### src/rtl/mem_read_arbiter.sv
// Two-requester round-robin arbiter sharing one AR/R memory read port, one read in flight.
// Define MEM_READ_ARB_TIMEOUT_EN to add the read-data watchdog (TIMEOUT_CYCLES) and timeout_err.
module mem_read_arbiter #(
    parameter int ADDR_WDTH      = 4,
    parameter int DATA_WDTH      = 32,
    parameter int RESP_WDTH      = 1,
    parameter int TIMEOUT_CYCLES = 255
) (
    input  logic                 clk,
    input  logic                 rst,
    input  logic                 m0_ar_valid,
    input  logic [ADDR_WDTH-1:0] m0_ar_address,
    output logic                 m0_ar_ready,
    output logic                 m0_r_valid,
    output logic [DATA_WDTH-1:0] m0_r_data,
    output logic [RESP_WDTH-1:0] m0_r_resp,
    input  logic                 m0_r_ready,
    input  logic                 m1_ar_valid,
    input  logic [ADDR_WDTH-1:0] m1_ar_address,
    output logic                 m1_ar_ready,
    output logic                 m1_r_valid,
    output logic [DATA_WDTH-1:0] m1_r_data,
    output logic [RESP_WDTH-1:0] m1_r_resp,
    input  logic                 m1_r_ready,
    output logic                 s_ar_valid,
    output logic [ADDR_WDTH-1:0] s_ar_address,
    input  logic                 s_ar_ready,
    input  logic                 s_r_valid,
    input  logic [DATA_WDTH-1:0] s_r_data,
    input  logic [RESP_WDTH-1:0] s_r_resp,
    output logic                 s_r_ready,
    output logic [1:0]           gnt,
    output logic                 timeout_err
);

    typedef enum logic [1:0] {
        ST_IDLE = 2'd0,
        ST_ADDR = 2'd1,
        ST_DATA = 2'd2
    } state_t;

    state_t               state_q, state_d;
    logic [1:0]           gnt_q, gnt_d;
    logic                 last_q, last_d;
    logic                 owner_s;
    logic                 own_ar_valid_s;
    logic [ADDR_WDTH-1:0] own_ar_address_s;
    logic                 own_r_ready_s;
    logic                 own_r_valid_s;
    logic [DATA_WDTH-1:0] own_r_data_s;
    logic [RESP_WDTH-1:0] own_r_resp_s;
    logic                 timed_out_s;
    logic                 drain_s;

    assign owner_s = gnt_q[1];
    assign gnt     = gnt_q;

    // Owner-side request signals selected by the registered grant.
    always_comb begin
        if (owner_s) begin
            own_ar_valid_s   = m1_ar_valid;
            own_ar_address_s = m1_ar_address;
            own_r_ready_s    = m1_r_ready;
        end else begin
            own_ar_valid_s   = m0_ar_valid;
            own_ar_address_s = m0_ar_address;
            own_r_ready_s    = m0_r_ready;
        end
    end

`ifdef MEM_READ_ARB_TIMEOUT_EN
    localparam int CNT_W = $clog2(TIMEOUT_CYCLES + 1);

    logic [CNT_W-1:0] cnt_q, cnt_d;
    logic             timeout_err_q, timeout_err_d;

    assign timed_out_s = (state_q == ST_DATA) && (cnt_q == CNT_W'(TIMEOUT_CYCLES));
    assign drain_s     = timeout_err_q;
    assign timeout_err = timeout_err_q;

    // Watchdog next state; held at zero in ADDR so every DATA phase starts counting from zero.
    always_comb begin
        cnt_d         = cnt_q;
        timeout_err_d = timeout_err_q;
        if (state_q == ST_ADDR) begin
            cnt_d = {CNT_W{1'b0}};
        end else if ((state_q == ST_DATA) && !s_r_valid && !timed_out_s) begin
            cnt_d = cnt_q + CNT_W'(1);
        end else begin
            cnt_d = cnt_q;
        end
        if (timed_out_s && own_r_ready_s) begin
            timeout_err_d = 1'b1;
        end else begin
            timeout_err_d = timeout_err_q;
        end
    end

    // Watchdog registers.
    always_ff @(posedge clk or posedge rst) begin
        if (rst) begin
            cnt_q         <= {CNT_W{1'b0}};
            timeout_err_q <= 1'b0;
        end else begin
            cnt_q         <= cnt_d;
            timeout_err_q <= timeout_err_d;
        end
    end
`else
    logic unused_timeout_s;

    assign timed_out_s      = 1'b0;
    assign drain_s          = 1'b0;
    assign timeout_err      = 1'b0;
    assign unused_timeout_s = (TIMEOUT_CYCLES == 32'sd0);
`endif

    // Arbitration and transaction sequencing; a tie goes to the requester that was not last served.
    always_comb begin
        state_d = state_q;
        gnt_d   = gnt_q;
        last_d  = last_q;
        case (state_q)
            ST_IDLE: begin
                if (m0_ar_valid && m1_ar_valid) begin
                    state_d = ST_ADDR;
                    gnt_d   = last_q ? 2'b01 : 2'b10;
                end else if (m0_ar_valid) begin
                    state_d = ST_ADDR;
                    gnt_d   = 2'b01;
                end else if (m1_ar_valid) begin
                    state_d = ST_ADDR;
                    gnt_d   = 2'b10;
                end else begin
                    state_d = ST_IDLE;
                    gnt_d   = 2'b00;
                end
            end
            ST_ADDR: begin
                if (!own_ar_valid_s) begin
                    state_d = ST_IDLE;
                    gnt_d   = 2'b00;
                end else if (s_ar_ready) begin
                    state_d = ST_DATA;
                end else begin
                    state_d = ST_ADDR;
                end
            end
            ST_DATA: begin
                if ((timed_out_s || s_r_valid) && own_r_ready_s) begin
                    state_d = ST_IDLE;
                    gnt_d   = 2'b00;
                    last_d  = owner_s;
                end else begin
                    state_d = ST_DATA;
                end
            end
            default: begin
                state_d = ST_IDLE;
                gnt_d   = 2'b00;
            end
        endcase
    end

    // Arbiter state registers.
    always_ff @(posedge clk or posedge rst) begin
        if (rst) begin
            state_q <= ST_IDLE;
            gnt_q   <= 2'b00;
            last_q  <= 1'b1;
        end else begin
            state_q <= state_d;
            gnt_q   <= gnt_d;
            last_q  <= last_d;
        end
    end

    // Memory-side outputs and the owner's response beat; a timed-out read returns a synthetic error beat.
    always_comb begin
        s_ar_valid    = 1'b0;
        s_ar_address  = {ADDR_WDTH{1'b0}};
        s_r_ready     = 1'b0;
        m0_ar_ready   = 1'b0;
        m1_ar_ready   = 1'b0;
        own_r_valid_s = 1'b0;
        own_r_data_s  = {DATA_WDTH{1'b0}};
        own_r_resp_s  = {RESP_WDTH{1'b0}};
        case (state_q)
            ST_IDLE: begin
                s_r_ready = drain_s;
            end
            ST_ADDR: begin
                s_ar_valid   = own_ar_valid_s;
                s_ar_address = own_ar_address_s;
                if (owner_s) begin
                    m1_ar_ready = s_ar_ready;
                end else begin
                    m0_ar_ready = s_ar_ready;
                end
            end
            ST_DATA: begin
                if (timed_out_s) begin
                    own_r_valid_s = 1'b1;
                    own_r_resp_s  = {RESP_WDTH{1'b1}};
                end else begin
                    own_r_valid_s = s_r_valid;
                    own_r_data_s  = s_r_data;
                    own_r_resp_s  = s_r_resp;
                    s_r_ready     = own_r_ready_s;
                end
            end
            default: begin
                s_r_ready = 1'b0;
            end
        endcase
    end

    // Response routing: the non-owner always sees an all-zero channel.
    always_comb begin
        m0_r_valid = 1'b0;
        m0_r_data  = {DATA_WDTH{1'b0}};
        m0_r_resp  = {RESP_WDTH{1'b0}};
        m1_r_valid = 1'b0;
        m1_r_data  = {DATA_WDTH{1'b0}};
        m1_r_resp  = {RESP_WDTH{1'b0}};
        if (owner_s) begin
            m1_r_valid = own_r_valid_s;
            m1_r_data  = own_r_data_s;
            m1_r_resp  = own_r_resp_s;
        end else begin
            m0_r_valid = own_r_valid_s;
            m0_r_data  = own_r_data_s;
            m0_r_resp  = own_r_resp_s;
        end
    end

endmodule
### config.mk
export PLATFORM = sky130hd
export DESIGN_NAME = mem_read_arbiter
export DESIGN_NICKNAME = d
export VERILOG_FILES = /design/src/rtl/mem_read_arbiter.sv
export SDC_FILE = /design/constraint.sdc
export NUM_CORES = 1
export LEC_CHECK = 0
export ABC_AREA = 1
export BUFFER_PORTS_ARGS = -buffer_cell sky130_fd_sc_hd__buf_2
export CAP_MARGIN = 10
export CORE_ASPECT_RATIO = 0.9
export CORE_UTILIZATION = 31
export DETAILED_ROUTE_END_ITERATION = 16
export GPL_ROUTABILITY_DRIVEN = 0
export GPL_TIMING_DRIVEN = 0
export PLACE_DENSITY = 0.81
export SLEW_MARGIN = 20
export SYNTH_ARGS = -nofsm -noshare
export SYNTH_HDL_FRONTEND = slang
export SYNTH_SLANG_ARGS = --single-unit
### constraint.sdc
create_clock -name clk -period 1.4 [get_ports clk]
set_input_delay 0.21 -clock clk [delete_from_list [all_inputs] [get_ports clk]]
set_output_delay 0.21 -clock clk [all_outputs]
set_load 0.05 [all_outputs]
==> results of run 1 <==
## synthesized netlist by cell type
library cell  number  area share [%]
a21oi_1            4             2.2
buf_2              7             3.8
buf_4              2             1.6
buf_6              3             3.6
clkbuf_1           5             2.0
conb_1             1            0.40
dfrtp_1            4              11
dfstp_2            1             2.8
inv_1             44              18
inv_2              2            0.81
nand2_1           22             8.9
nand3_1            2             1.1
nor2_1             3             1.2
nor2_2             1            0.67
nor3_1            69              37
nor3_4             1             1.8
o211ai_1           1            0.81
o21ai_0            5             2.7
## through the flow
step / instance area [sq um] / setup WS (ps)
global placement: 2490 / -251
floorplan: 1810 / -282
detailed placement: 2490 / -292
## cell families after synthesis
kind of cell           count (synthesis)
AOI/OAI and AO/OA                     10
buffers and inverters                 63
DFF                                    5
other                                  1
and+or+nand+nor                       98
==> results.json, run 1 <==
{
  "yosys.area_share.simple_pct": 50.7,
  "dpl.cell_count": 343,
  "ys_ff_latch": 5,
  "fp.dieW_microns": 59.7,
  "syn-mean-instance-area_sq_um": 5.25,
  "cts_buffers": 3,
  "syn-num-nets": 226,
  "io_buffers": 126,
  "cts_sinks": 5,
  "synthMuxAreaShare_pct": 0,
  "synth-xor-area-share_pct": 0,
  "yosysUniqueCellTypes": 18,
  "hpwl_microns": 3730,
  "cts_max_path_buffers": 2,
  "die_y_microns": 54.0,
  "syn_inst": 177,
  "post-cts-setup-buffer-count": 8,
  "netlist_area_sq_um": 930,
  "status": "aborted with a tool error",
  "h-tree-depth": 1,
  "hold_buffers": 1,
  "synth_fa_ha_area_share_pct": 0,
  "start_util_pct": 33.3,
  "error": "[ERROR DPL-0038] Utilization greater than 100%, impossible to legalize",
  "seq_area_frac_synth_pct": 13.6,
  "synth_top_family_by_area": "simple AND/OR/NAND/NOR gates",
  "yosys_warnings": 0,
  "io_pins": 128,
  "cts-root-buf": "clkbuf_4",
  "lastStage": "clock tree synthesis (4_1_cts)",
  "cts_resized": 194,
  "synth_compound_gate_area_share_pct": 5.65,
  "rows": 18
}
==> inputs of run 2 (changes only) <==
CORE_AREA = 2 2 63 65   (was default)
CORE_ASPECT_RATIO = default   (was 0.9)
CORE_UTILIZATION = default   (was 31)
DIE_AREA = 0 0 65 67   (was default)
PLACE_DENSITY = default   (was 0.81)
PLACE_DENSITY_LB_ADDON = 0.15   (was default)
==> results.json, run 2 <==
{
  "power_density_mw_per_mm2": 1660,
  "yosysUniqueCellTypes": 18,
  "drt-total-wl_microns": 7280,
  "yosys_warnings": 0,
  "fp.dieArea_sq_mm": 0.00436,
  "vias": 1935,
  "rr_startpoint": "gnt[1]",
  "drt-pass1-iter-count": 4,
  "seq_area_frac_synth_pct": 13.6,
  "syn_to_final_growth_pct": 262,
  "slowest_delay_ps": 370,
  "grtUsageMet2_pct": 53.5,
  "synth_top_area_cell": "nor3_1",
  "netlist_area_sq_um": 930,
  "setup-violations-final": 76,
  "io_buffers": 126,
  "cts_max_path_buffers": 2,
  "grtUsageTotal_pct": 27.2,
  "maxCapViolations": 0,
  "synth.top_cell.area_share_pct": 37.1,
  "min_path_type": "input port to flop",
  "ir_drop_v": 0.00160,
  "cp_data_required_time_ps": 1190,
  "timing.fmax_ghz": 0.571,
  "slew_viol_final": 0,
  "setup_slack_ps": -352,
  "path_cells": "buf_8 > clkinv_8 > buf_4 > nand2_1 > nand2_1 > nor2_4 > buf_4",
  "rows": 22,
  "hold_end": "state_q[0]",
  "h-tree-depth": 1,
  "drive_gt1_share_pct": 79.6,
  "cts_sinks": 5,
  "ff2ff_path_depth": 9,
  "final_common_cell": "buf_6",
  "antenna-diode-count": 0,
  "ant_nets": 0,
  "wl_per_cell_microns": 19.8,
  "synth_common_cells": "nor3_1, inv_1, nand2_1, buf_2",
  "nNetsFinal": 369,
  "fill_cells": 116,
  "cp_slowest_cell": "dfrtp_2",
  "cp-start-kind": "flop",
  "grt_pass1_wl_microns": 8960,
  "violations": "negative setup slack",
  "p_leak_nw": 1.66,
  "yosysMostFrequentCell": "nor3_1",
  "grt_overflow": 0,
  "rsz0062_at_grt": "true",
  "core-area_sq_mm": 0.00361,
  "cts-root-buf": "clkbuf_8",
  "cts.clk_slew.worst_paths_ps": 40,
  "clk_latency_ps": 240,
  "whs_path_depth": 2,
  "fp.dieW_microns": 65,
  "layout_common_cells": "buf_6, nor3_4, buf_2",
  "status": "finished, violations left",
  "fin_skew_ps": 0.372,
  "io_pins": 128,
  "yosys-top-cells-area": "nor3_1, inv_1, dfrtp_1",
  "min-delay-start": "s_ar_ready",
  "gr-usage-met1_pct": 28.7,
  "synth-xor-area-share_pct": 0,
  "synth_compound_gate_area_share_pct": 5.65,
  "syn-mean-instance-area_sq_um": 5.25,
  "cp_max_fo": 6,
  "ys_ff_latch": 5,
  "finalHoldViolCount": 0,
  "reg2reg_slack_ps": 10,
  "hpwl_microns": 3480,
  "yosys.area_share.simple_pct": 50.7,
  "synth_fa_ha_area_share_pct": 0,
  "synth_edf_count": 0,
  "cts_tree": "done",
  "pre_cts_slack_ps": -264,
  "grt_pass1_vias": 1783,
  "synthMuxAreaShare_pct": 0,
  "synth_top_family_by_area": "simple AND/OR/NAND/NOR gates",
  "drc": 0,
  "ys.flop_type": "dfrtp_1",
  "grt_max_degree": 11,
  "grt_use_met3_pct": 5.57,
  "antenna_found_initial": 0,
  "syn_inst": 177,
  "async_reset_ff_share_pct": 100,
  "reg2reg_to": "gnt[1]",
  "cts_buffers": 3,
  "drt_iter0_markers": 129,
  "start_util_pct": 25.8,
  "worstPathArrival_ps": 1540,
  "grt.busiest_layer": "met2",
  "post-route-min-period_ps": 1750,
  "fin_hold_ws_ps": 180,
  "path_class": "flop to primary output",
  "die_y_microns": 67,
  "via_per_inst": 5.27,
  "period_share_pct": 125,
  "end_kind": "primary output",
  "syn-num-nets": 226
}
run 2: cell counts after synthesis:
No cell type changed its count.
run 2: final cells by class:
class | count | area [sq um] | area share (%)
buffer | 17 | 231 | 6.87
clock inverter | 1 | 5.00 | 0.149
clock buffer | 3 | 41.3 | 1.23
inverter | 46 | 196 | 5.83
timing repair buffer | 138 | 1280 | 38.0
tap | 48 | 60.1 | 1.78
multi-input combinational | 109 | 1430 | 42.3
sequential | 5 | 128 | 3.79
run 2: worst max path at each step:
stage	start	endpoint	slack, ps	cells past startpoint
final	gnt[1]	s_r_ready	-350	7
after global routing	gnt[1]	s_r_ready	-380	7
after CTS	state_q[0]	m1_r_data[25]	-250	5
after detailed placement	state_q[0]	m0_r_data[2]	-260	5
after global placement	state_q[0]	m0_r_data[21]	-250	5
after floorplan	gnt[1]	m1_r_data[21]	-280	5
run 2: per-stage QoR:
| step | utilization [%] | TNS [ps] | area [sq um] | total power [mW] | cells |
|---|---|---|---|---|---|
| 2_1_floorplan | - | -16300 | 1810 | 3.38 | 177 |
| 3_3_place_gp | 69.3 | -11610 | 2500 | 3.95 | 351 |
| 3_5_place_dp | 69.3 | -11600 | 2500 | 3.95 | 351 |
| 4_1_cts | 88.7 | -16240 | 3200 | 5.02 | 360 |
| 5_1_grt | 93.4 | -23380 | 3370 | 5.78 | 367 |
| 6_report | 93.4 | -19840 | 3370 | 5.58 | 367 |
run 2: cell families (layout without fill, tap and decap cells):
logic type,after synthesis,in the layout
buffers and inverters,63,205
other,1,1
AOI/OAI and AO/OA,10,10
DFF,5,5
and+or+nand+nor,98,98
run 2: critical path, delay by kind of cell (launching register included):
kind	cells	cell delay [ps]
DFF	1	370
buffers and inverters	4	550
and+or+nand+nor	3	370
run 2: timing repair:
action	in CTS	in global routing
gates resized for setup	184	18
cloned	1	3
endpoints found under the hold margin	4	0
hold buffers	1	0
pin swaps	3	9
buffers inserted	3	4
endpoints found under the setup margin	76	76
run 2: power breakdown:
| group | switching, mW | internal, mW |
|---|---|---|
| clock | 0.104 | 0.194 |
| combinational | 3.28 | 1.72 |
| sequential | 0.0571 | 0.223 |
| total | 3.44 | 2.14 |
run 2: routing by layer:
layer  wire (microns)  share of wire (%)  vias up
met3              443                6.1       29
met4              290                4.0        0
met5                0                  0        -
li1                 -                  -      853
met2             4040                 55      125
met1             2500                 34      928
Note: power is estimated with default switching activity, not from simulation.
